--- config.mk ---
export PLATFORM = sky130hd
export DESIGN_NAME = button_conditioner
export DESIGN_NICKNAME = d
export VERILOG_FILES = /design/src/rtl/fsm_pkg.sv /design/src/rtl/btn_debounce.sv /design/src/rtl/button_conditioner.sv
export SDC_FILE = /design/constraint.sdc
export NUM_CORES = 1
export LEC_CHECK = 0
export ABC_AREA = 1
export CORE_MARGIN = 1.5
export CORE_UTILIZATION = 30
export CTS_BUF_LIST = sky130_fd_sc_hd__clkbuf_4 sky130_fd_sc_hd__clkbuf_8
export DETAILED_ROUTE_END_ITERATION = 10
export PLACE_DENSITY = 0.52
export SLEW_MARGIN = 5
export SYNTH_ARGS = -nofsm -noshare
export SYNTH_HDL_FRONTEND = slang
export SYNTH_SLANG_ARGS = --single-unit
--- constraint.sdc ---
create_clock -name clk -period 1.1 [get_ports clk]
set_input_delay 0.11 -clock clk [delete_from_list [all_inputs] [get_ports clk]]
set_output_delay 0.11 -clock clk [all_outputs]
set_load 0.02 [all_outputs]
--- src/rtl/fsm_pkg.sv ---
// fsm_pkg: shared constants for the button conditioner and its debounce channels
package fsm_pkg;

    localparam int DEBOUNCE_DEFAULT = 4;
    localparam int NUM_CH           = 3;
    localparam int CH_B1            = 0;
    localparam int CH_B2            = 1;
    localparam int CH_B3            = 2;
    localparam int SYNC_DEPTH       = 2;

    typedef logic [NUM_CH-1:0] ch_vec_t;

endpackage

--- src/rtl/btn_debounce.sv ---
// btn_debounce: one button channel (optional BTN_SYNC_EN synchronizer, debounce counter, press strobe)
module btn_debounce
    import fsm_pkg::*;
#(
    parameter int DEBOUNCE_CYCLES = DEBOUNCE_DEFAULT
) (
    input  logic clk,
    input  logic reset,
    input  logic raw,
    output logic press
);

    localparam int CW = $clog2(DEBOUNCE_CYCLES);

    logic          din;
    logic          stable;
    logic [CW-1:0] cnt;
    logic          done;

`ifdef BTN_SYNC_EN
    logic [SYNC_DEPTH-1:0] sync;

    // two-flop synchronizer in front of the debouncer
    always_ff @(posedge clk) begin
        if (reset) sync <= '0;
        else       sync <= {sync[SYNC_DEPTH-2:0], raw};
    end

    assign din = sync[SYNC_DEPTH-1];
`else
    assign din = raw;
`endif

    // the new level is accepted on the edge where the counter is already at its last value
    assign done  = (din != stable) && (cnt == CW'(DEBOUNCE_CYCLES - 1));
    assign press = done && din;

    // counter runs only while the input disagrees with the accepted level
    always_ff @(posedge clk) begin
        if (reset) begin
            stable <= 1'b0;
            cnt    <= '0;
        end else if (din == stable) begin
            cnt    <= '0;
        end else if (done) begin
            stable <= din;
            cnt    <= '0;
        end else begin
            cnt    <= cnt + CW'(1);
        end
    end

endmodule

--- src/rtl/button_conditioner.sv ---
// button_conditioner: three debounced buttons serialized into one-cycle press pulses (optional BTN_SYNC_EN)
module button_conditioner
    import fsm_pkg::*;
#(
    parameter int DEBOUNCE_CYCLES = DEBOUNCE_DEFAULT
) (
    input  logic clk,
    input  logic reset,
    input  logic raw_b1,
    input  logic raw_b2,
    input  logic raw_b3,
    output logic B1,
    output logic B2,
    output logic B3
);

    ch_vec_t raw;
    ch_vec_t press;
    ch_vec_t pending;
    ch_vec_t grant;

    assign raw[CH_B1] = raw_b1;
    assign raw[CH_B2] = raw_b2;
    assign raw[CH_B3] = raw_b3;

    for (genvar i = 0; i < NUM_CH; i++) begin : g_ch
        btn_debounce #(.DEBOUNCE_CYCLES(DEBOUNCE_CYCLES)) u_deb (
            .clk   (clk),
            .reset (reset),
            .raw   (raw[i]),
            .press (press[i])
        );
    end

    // fixed priority: B1 over B2 over B3, one grant at a time
    always_comb begin
        grant        = '0;
        grant[CH_B1] = pending[CH_B1];
        grant[CH_B2] = pending[CH_B2] && !pending[CH_B1];
        grant[CH_B3] = pending[CH_B3] && !pending[CH_B1] && !pending[CH_B2];
    end

    // a press already waiting absorbs a repeat; the granted bit is retired on the pulse edge
    always_ff @(posedge clk) begin
        if (reset) begin
            pending <= '0;
            B1      <= 1'b0;
            B2      <= 1'b0;
            B3      <= 1'b0;
        end else begin
            pending <= (pending & ~grant) | press;
            B1      <= grant[CH_B1];
            B2      <= grant[CH_B2];
            B3      <= grant[CH_B3];
        end
    end

endmodule

==> results by group <==
Clock tree
  – Worst-Skew Late Latency: 0.28 ns
  – Num CTS Buffers: 3
  – H-tree depth: 1
  – Worst-path clk slew: 0.09 ns
  – CTS sink count: 15
  – Root buf cell: clkbuf_4
  – Clock buffer depth: 2
  – CTS tree: done
  – Hold buffers post-CTS: 0

Min path
  – Hold WC Path Type: flop to flop

GRT
  – First-pass GRT wire length: 1.33 mm
  – Initial antenna violation count: 0
  – Largest net degree at the start of global routing: 10
  – Global-route usage over all layers: 9.27%
  – Gr ovfl total: 0
  – Vias in the first global route: 343

Power
  – Pleak: 0.000334 uW
  – Net Sw Frac: 22.0%
  – Max VDD drop: 1.01 mV
  – Cell Pwr Density: 1320 nW/um^2
  – NetSw: 204 uW
  – Internal power: 724 uW
  – Clock power frac: 32.4%
  – Combinational Power Share: 7.1%
  – Sequential share of power: 60.5%

Detailed routing
  – DRC Markers: 0
  – DRT antenna net count: 0
  – WL/cell: 7.65 um
  – Final wirelength: 803 um
  – Starting DRT DRC Count: 3
  – Pre-antenna DRT Iters: 2
  – Vias/cell: 3.93
  – Routed vias: 413

STA
  – Setup_tns: 0 ns
  – Post-route setup slack: 0.0933 ns
  – Final Cycle Share: 91.5%
  – Peak Freq: 993 MHz
  – Rel. slew slack: 84.5%
  – Final hold violation count: 0
  – Worst Tran Pin Value: 0.232 ns
  – RSZ-0062 raised after global routing: no
  – Hold_ws: 0.421 ns
  – Final setup violation count: 0
  – Crit path time final: 1.01 ns
  – Clock skew: 0.00726 ns
  – Slew Viols, Final: 0

Synth
  – Post-synth top cells: dfxtp_1, nand2_1, inv_1
  – Leading area contributor after synthesis: dfxtp_1
  – Yosys cell types: 13
  – Yosys top cell area share: 52.5%
  – Async SR Flop Fraction: 0%
  – Syn Inst Count: 68
  – Number of synthesized flops with an enable pin: 0
  – Mapped Area: 572 sq um
  – Seq/Total Area, Yosys: 52.5%
  – Ys flop type: dfxtp_1
  – Most instantiated library cell after synthesis: dfxtp_1
  – Avg Inst Size Synth: 8.41 sq um
  – Ranking of synthesized cells by area: dfxtp_1, nand2_1, inv_1, ha_1, nor2_1
  – Seq cells post-synth: 15
  – Yosys warnings: 0
  – Mapped Nets: 76

Worst setup path
  – Largest delay share family, worst path: buffers and inverters
  – Critical Path Start Type: flop
  – Worst path slowest cell: dlygate4sd2_1
  – Worst-path cell chain: dlygate4sd2_1
  – CP arrival: 0.90 ns
  – Crit path kind: flop to output port
  – CP bufs+invs: 1
  – Register-to-register setup slack: 0.20 ns
  – Max FO, Critical Path: 1
  – Crit end category: output port
  – Slowest stage delay, CP: 0.32 ns
  – Required time of the critical path: 0.99 ns

Run
  – Maxcap violations: 0

Final layout
  – # diodes: 0
  – Nets: 89
  – Fill cell count: 209
  – Util after Layout: 39.7%
  – Share of cells above drive strength 1: 12.5%
  – Syn-to-layout area delta: 22.5%

Die
  – Die width: 46.7 um
  – Starting Density: 32.4%
  – Chip height: 46.7 um
  – Num ports: 8
  – Area of the core: 1760 sq um
  – FP Rows: 15
  – Die ar.: 2180 sq um

Place
  – GPL Wtd Cong: 0.623
  – IO buf count: 7
  – Dpl hpwl: 631 um
  – Setup WS pre-CTS: -0.0656 ns

Run status
  – Status: finished clean
## metal layers
metal  track usage (%)  up-vias  wire, um
met5                 0        -         0
met4              5.00        0        12
met2              13.6        7       339
met3              5.88        2        41
met1              10.2      170       410
li1                  -      234         -
## power groups by stage
stage | combinational, uW | sequential [uW] | clock (uW)
finish | 66.3 | 561 | 301
global route | 75.3 | 563 | 349
CTS | 68.1 | 562 | 323
detailed placement | 68.2 | 574 | 0
global placement | 66.3 | 574 | 0
floorplan | 41.8 | 573 | 0
## sequential cells by signal, indices dropped and copies added (netlist names)
signal,count
g_ch.u_deb.cnt,6
g_ch.u_deb.stable,3
pending,3
B1,1
B2,1
B3,1
## timing repair
item / CTS / global route
setup endpoints to repair: 3 / 0
setup buffers: 0 / 0
gates resized for setup: 3 / 0
## cell usage in the layout, fill, tap and decap left out
cell type | synthesis | layout
nand2_1 | 13 | 13
inv_1 | 12 | 12
o21ai_2 | 1 | 1
nor2_4 | 2 | 2
nand3_1 | 5 | 5
clkinv_2 | 0 | 1
nor3_1 | 1 | 1
ha_1 | 3 | 3
nand3_2 | 1 | 1
clkdlybuf4s50_1 | 0 | 4
dfxtp_1 | 15 | 15
dlygate4sd2_1 | 0 | 3
nor2_1 | 10 | 10
o21ai_0 | 2 | 2
a21oi_1 | 2 | 2
buf_4 | 0 | 2
clkbuf_4 | 0 | 3
## kinds of logic (layout without fill, tap and decap cells)
family	count (synthesis)	in the layout	share of synthesized area [%]
adders and majority gates	3	3	6.57
buffers and inverters	13	25	9.85
AOI/OAI and AO/OA	5	5	5.03
and+or+nand+nor	32	32	26.0
DFF	15	15	52.5
## through the flow
stage / cells / total power (uW) / instance area, sq um
6_report: 105 / 928 / 701
5_1_grt: 105 / 987 / 701
4_1_cts: 105 / 952 / 701
3_5_place_dp: 101 / 643 / 677
3_3_place_gp: 101 / 641 / 677
2_1_floorplan: 68 / 615 / 572
## worst paths after layout
check / end / start / depth (start not counted)
worst min-delay path: g_ch[0].u_deb.cnt[0] / g_ch[0].u_deb.cnt[0] / 1
worst min register to register: g_ch[0].u_deb.cnt[0] / g_ch[0].u_deb.cnt[0] / 1
worst max-delay path: B1 / B1 / 1
worst max register to register: g_ch[0].u_deb.cnt[0] / g_ch[0].u_deb.cnt[0] / 4
## layout make-up
class / count / area, sq um / share of cell area [%]
clock buffer: 3 / 22.5 / 3.21
clock inverter: 1 / 5.00 / 0.714
inverter: 12 / 45.0 / 6.43
multi-input combinational: 40 / 215 / 30.7
sequential: 15 / 300 / 42.9
tap: 25 / 31.3 / 4.46
timing repair buffer: 9 / 81.3 / 11.6
Note: power is estimated with default switching activity, not from simulation.
